<file path="src/rtl/instr_fetch.sv">
// instr_fetch: PC-driven instruction fetch with req/ack memory handshake and tagged FIFO; define INSTR_FETCH_BYPASS_EN for zero-latency empty-FIFO bypass
module instr_fetch #(
    parameter int ADDR_W = 8,
    parameter int INSN_W = 16,
    parameter int DEPTH  = 4
) (
    input  logic              clk,
    input  logic              rst_n,
    input  logic [ADDR_W-1:0] pc,
    input  logic              flush,
    output logic              stop_en,
    output logic              imem_req,
    output logic [ADDR_W-1:0] imem_addr,
    input  logic              imem_ack,
    input  logic [INSN_W-1:0] imem_rdata,
    output logic              insn_valid,
    input  logic              insn_ready,
    output logic [INSN_W-1:0] insn,
    output logic [ADDR_W-1:0] insn_pc
);
    localparam int PW = $clog2(DEPTH);
    localparam int CW = PW + 1;

    typedef enum logic [1:0] {IDLE, REQ, DROP} state_t;

    state_t state, state_next;
    logic [INSN_W-1:0] mem_insn [DEPTH];
    logic [ADDR_W-1:0] mem_pc [DEPTH];
    logic [PW-1:0] rd_ptr, wr_ptr;
    logic [CW-1:0] count, count_next;
    logic [ADDR_W-1:0] addr_q;
    logic acked, byp, push, pop, has_room;

    assign acked = state == REQ && imem_ack;
`ifdef INSTR_FETCH_BYPASS_EN
    assign byp = acked && count == '0 && insn_ready && !flush;
`else
    assign byp = 1'b0;
`endif
    assign push = acked && !flush && !byp;
    assign pop = count != '0 && insn_ready && !flush;
    assign count_next = flush ? '0 : count + CW'(push) - CW'(pop);
    assign has_room = count_next < CW'(DEPTH);

    assign imem_req = state != IDLE;
    assign imem_addr = state == DROP ? addr_q : pc;
    assign stop_en = !(acked || flush);
    assign insn_valid = count != '0 || byp;
    assign insn = byp ? imem_rdata : mem_insn[rd_ptr];
    assign insn_pc = byp ? pc : mem_pc[rd_ptr];

    // next fetch state: keep one request outstanding only while space is guaranteed
    always_comb begin
        state_next = state;
        case (state)
            IDLE: state_next = (has_room && !flush) ? REQ : IDLE;
            REQ:  state_next = imem_ack ? ((has_room && !flush) ? REQ : IDLE) : (flush ? DROP : REQ);
            DROP: state_next = imem_ack ? IDLE : DROP;
            default: state_next = IDLE;
        endcase
    end

    // control registers: state, occupancy, pointers and the address held while dropping
    always_ff @(posedge clk or negedge rst_n) begin
        if (!rst_n) begin
            state  <= IDLE;
            count  <= '0;
            rd_ptr <= '0;
            wr_ptr <= '0;
            addr_q <= '0;
        end else begin
            state  <= state_next;
            count  <= count_next;
            rd_ptr <= flush ? '0 : rd_ptr + PW'(pop);
            wr_ptr <= flush ? '0 : wr_ptr + PW'(push);
            addr_q <= state == REQ ? pc : addr_q;
        end
    end

    // FIFO storage: instruction tagged with the address it was fetched from
    always_ff @(posedge clk or negedge rst_n) begin
        if (!rst_n) begin
            for (int i = 0; i < DEPTH; i++) begin
                mem_insn[i] <= '0;
                mem_pc[i]   <= '0;
            end
        end else if (push) begin
            mem_insn[wr_ptr] <= imem_rdata;
            mem_pc[wr_ptr]   <= pc;
        end
    end
endmodule
</file>
<file path="config.mk">
export PLATFORM = sky130hd
export DESIGN_NAME = instr_fetch
export DESIGN_NICKNAME = d
export VERILOG_FILES = /design/src/rtl/instr_fetch.sv
export SDC_FILE = /design/constraint.sdc
export NUM_CORES = 1
export LEC_CHECK = 0
export CORE_MARGIN = 10
export CORE_UTILIZATION = 49
export DETAILED_ROUTE_END_ITERATION = 10
export GPL_ROUTABILITY_DRIVEN = 0
export PLACE_DENSITY = 0.78
export SETUP_SLACK_MARGIN = 0.02
export SLEW_MARGIN = 40
export SYNTH_ARGS = -nofsm -noshare
export SYNTH_HDL_FRONTEND = slang
export SYNTH_SLANG_ARGS = --single-unit
</file>
<file path="constraint.sdc">
create_clock -name clk -period 5.35 [get_ports clk]
set_input_delay 1.605 -clock clk [delete_from_list [all_inputs] [get_ports clk]]
set_output_delay 1.605 -clock clk [all_outputs]
set_load 0.005 [all_outputs]
</file>
## After elaboration in Yosys (flattened, before gate mapping)

Cells that the tools add are included.

| word-level totals | value |
|---|---|
| word-level logic and storage cells | 58 |
| flip-flop bits (word level) | 113 |
| input bits | 29 |

| cells by class | value |
|---|---|
| reduce and logical (&&, ||, !) cells | 12 |
| muxes and demuxes | 21 |
| $lt $le $gt $ge | 4 |
| bitwise gates (word level) | 2 |
| equal/unequal tests | 2 |
| $add $sub $neg | 4 |

Operators with widths:

| operator | number |
|---|---|
| 64-bit bitwise mux | 1 |
| 16-bit two-way mux | 3 |
| 16-bit binary-select mux with 2-bit select | 1 |
| 32-bit bitwise mux | 1 |
| 16-bit demux with 2-bit select | 1 |
| 8-bit two-way mux | 4 |
| 8-bit binary-select mux with 2-bit select | 1 |
| 8-bit demux with 2-bit select | 1 |
| 2-bit two-way mux | 5 |
| 3-bit >= comparator (second input constant) | 2 |
| 1-bit logical AND | 6 |
| 2-bit NOT with 3-bit output | 2 |
| 2-bit case mux with 3 select lines | 1 |
| 2-bit by 1-bit adder with 2-bit output | 2 |
| 3-bit by 1-bit adder with 3-bit output | 1 |
| 3-bit by 1-bit < comparator with 1-bit output (second input constant) | 1 |
| 3-bit < comparator (second input constant) | 1 |
| 3-bit two-way mux | 1 |
| 3-bit nonzero test | 1 |
| 3-bit by 1-bit subtractor with 3-bit output | 1 |
| 2-bit by 1-bit equality test with 1-bit output (second input constant) | 1 |
| 2-bit equality test (second input constant) | 1 |
| 1-bit logical NOT | 2 |
| 2-bit logical NOT | 1 |
| 3 further kinds | 3 |

## Depth between registers and ports, before layout

| logic depth | value |
|---|---|
| depth after elaboration | 11 |
| mapped depth | 11 |

## Least setup slack after synthesis

Ideal clock, no wire load.

| path | value |
|---|---|
| kind | input-to-output |
| from | input port flush |
| to | output port stop_en |
| cell stages on the path | 2 |
| required time | 3.745 ns |
| slack | 1.810 ns |
| arrival time | 1.935 ns |
| cells stage by stage | clkbuf_1 a21oi_1 |

| between the ends | value |
|---|---|
| cells in the longest elaborated chain, start to end | 2 |

Ends and longest elaborated chain:

| element | line | text |
|---|---|---|
| from (decl) | 10 | `input logic flush,` |
| 1-bit logical OR | 47 | `assign stop_en = !(acked \|\| flush);` |
| 1-bit logical NOT | 47 |  |
| to (decl) | 11 | `output logic stop_en,` |

No other way between the ends.

## Final worst setup path

Ends and elaborated chain as after synthesis.

==> metrics.md <==
| Metric | Value |
|---|---|
| Status | complete, no violations |
| Distinct cell type count of the synthesized netlist | 27 |
| GR peak layer | met2 |
| Die footprint | 0.0149 mm2 |
| Mapped Area | 0.00512 mm2 |
| Clock power share | a little under two fifths |
| Maximum VDD drop | approximately 0.32 mV |
| Post-DR wirelength/cell | around 20 um |
| Ant. Diodes | 0 |
| Total power | around 3.4 mW |
| Post-DP Area | a little under 0.006 mm2 |
| Fin crit share | between 80% and 90% |
| GRT Util Overall | about 15% |
| Static Leak | 2.98 nW |
| Final hold slack | 0.477 ns |
| GRT Residual Overflow | 0 |
| I/O pin count | between 60 and 70 |
| Antenna violations before repair | 0 |
| Worst skew pair latency | 0.52 ns |
| Layout filler cell count | 772 |
| Post-detail-place hpwl | between 6 and 7 mm |
| RSZ-0062 raised after global routing | false |
| Clock skew | 0.00750 ns |
| Global-route wire length before repair | 17.5 mm |
| Core area | 0.0102 mm2 |
| Share of layout cells above drive strength 1 | a little over two fifths |
| Critical Path RT | ~3.7 ns |
| Reg area | about 0.0028 mm2 |
| Internal power | between 2 and 3 mW |
| Sw Pwr | between 0.8 and 0.9 mW |
| Area of the multi-input gates | 0.00215 mm2 |
| Arrival time at the worst endpoint | just under 3 ns |
| Slew HR | 47.0% |
| Syn_nets | 356 |
| Seq pwr share | between 30% and 40% |
| Nature of the critical path endpoint | output port |
| P&R area growth vs syn | 27.0% |
| Clock sink count | 113 |
| Synth area leader | dfrtp_1 |
| Comb power frac | 26.0% |
| Syn avg cell area | 15.9 um2 |
| Switching share of power | 24.3% |
| Sequential fraction of the synthesis area | 55.2% |
| Pwr dens | between 500 and 600 mW/mm2 |
| Worst Hold Class | flip-flop to flip-flop |
| Synth top area cells | dfrtp_1, mux2_2, mux4_2 |
| Rows | 37 |
| Synthesis Warnings | 0 |
| H-tree levels | 4 |
| Routed WL | between 10 and 15 mm |
| Met2 Track Usage GR | 23.5% |
| Setup violators final | 0 |
| Cts repair resizes | 0 |
| Post-synth top area share | between 50% and 60% |
| ANT nets after route | 0 |
| Routing usage on met3 | slightly above 5% |
| CTS root buf | clkbuf_8 |
| Largest net degree at the start of global routing | 86 |
| DIE HEIGHT | 122 um |
| CTS tree | done |
| Vias in the first global route | 3346 |
| Vias | roughly 2900 |
| Hold buffer count at cts | 0 |
| DR vias/cell | 5.44 |
| Clk slew on worst S/H paths | 0.06 ns |
| Fmax | around 220 MHz |
| Post-route DRC | 0 |
| DRT Pass-1 Iters | 4 |
| Initial core utilization | 50.0% |
| Minimum clock period after layout | roughly 4.5 ns |
| Worst Setup Slack, final | 0.813 ns |
| PortBufs | 63 |
| Layout net count | 421 |
| Clk buf depth | 2 |
| Initial DRC count | between 100 and 150 |
| CTS buffer count | 17 |
| Setup_tns | 0 ns |
| Met1 Use GR | approximately a fifth |
| Worst Tran Pin Value | 0.791 ns |
| Register bit total from synthesis | 113 |
| Finished Cell Area | 0.00650 mm2 |
| Post-CTS setup buffer count | 0 |
| Critical path class | input port to output port |
| Syn Inst Count | 322 |
| Max-cap viol count | 0 |
| Final Max Slew Viols | 0 |
| Worst slack at placement | 0.816 ns |
| Die X | 122 um |
| Startpoint Class | input port |
| Crit Path Max Fanout | 12 |
| Hold Vio Cnt, Final | 0 |
## power groups by stage
| stage | Clock, mW | Sequential (mW) | Combinational (mW) |
|---|---|---|---|
| final | 1.26 | 1.22 | 0.872 |
| after global routing | 1.32 | 1.26 | 0.954 |
| after CTS | 1.29 | 1.23 | 0.890 |
| after detailed placement | 0 | 1.24 | 0.879 |
| after global placement | 0 | 1.22 | 0.859 |
| after floorplan | 0 | 1.17 | 0.514 |
## critical path, stage by stage
cell and delay [ns]:
clkdlybuf4s50_1 0.60, a21oi_1 0.20, clkdlybuf4s50_1 0.53
## flip-flops by register name, summed over array words and instances, names as in the netlist
| name | cells |
|---|---|
| state | 2 |
| count | 3 |
| addr_q | 8 |
| rd_ptr | 2 |
| mem_insn | 64 |
| mem_pc | 32 |
| wr_ptr | 2 |
## cells in the mapped netlist
library cell    n
dfrtp_1       113
mux2_2         84
mux4_2         24
nand2_1        24
mux2_4         20
buf_2          10
nor2_1          7
clkbuf_1        6
nor2b_1         5
ha_1            4
inv_1           3
xnor2_1         3
a21oi_1         2
buf_12          2
buf_6           2
nand3b_2        2
and2b_1         1
and3_4          1
and3b_1         1
and4bb_1        1
fa_1            1
nand2_2         1
nand2b_1        1
o21a_1          1
or2_2           1
or3_1           1
xor2_1          1
## stage by stage
stage	utilization [%]	cells
after CTS	63.2	534
after floorplan	-	322
final	63.5	535
after detailed placement	56.7	503
after global placement	56.7	503
after global routing	63.5	535
## cells by family (layout without fill, tap and decap cells)
family / Yosys count / after routing / synth area share, %
muxes: 128 / 128 / 34.9
xor gates and xnor gates: 4 / 4 / 0.685
AOI/OAI and AO/OA: 3 / 3 / 0.342
and+or+nand+nor: 46 / 46 / 4.60
buffers and inverters: 23 / 100 / 2.86
DFF: 113 / 113 / 55.2
adders and majority gates: 5 / 5 / 1.37
## final timing paths
kind / startpoint / end / slack, ns / cells after the start
worst min register to register: addr_q[7] / addr_q[7] / 0.48 / 2
max in group asynchronous: rst_n / mem_insn[11] / 3.72 / 2
worst max register to register: count[1] / state[0] / 2.84 / 10
worst min-delay path: addr_q[7] / addr_q[7] / 0.48 / 2
min in group asynchronous: rst_n / mem_insn[52] / 0.96 / 1
worst max-delay path: flush / stop_en / 0.81 / 3
## placed cells by master (no fill, tap or decap), types with 2 or more instances in the layout
| cell type | count |
|---|---|
| a21oi_1 | 2 |
| buf_4 | 2 |
| bufinv_16 | 6 |
| clkbuf_16 | 16 |
| clkbuf_8 | 4 |
| clkdlybuf4s50_1 | 62 |
| clkinv_2 | 4 |
| dfrtp_1 | 111 |
| ha_1 | 4 |
| inv_1 | 3 |
| mux2_2 | 84 |
| mux2_4 | 20 |
| mux4_2 | 24 |
| nand2_1 | 24 |
| nand3b_2 | 2 |
| nor2_1 | 7 |
| nor2b_1 | 4 |
| xnor2_1 | 3 |
## area by class of cell
cell class,instances,area share (%)
Tap cell,136,2.62
Multi-Input combinational cell,186,33.0
Inverter,3,0.173
Clock buffer,20,7.01
Sequential cell,113,43.6
Clock inverter,11,3.20
Timing Repair Buffer,66,10.4
## layer usage
layer	routed length [um]	vias up	share of wire, %
met2	4970	65	47
met4	195	0	1.9
li1	-	1292	-
met1	4790	1535	45
met3	582	18	5.5
met5	0	-	0
Power figures use the tool's default switching activity.
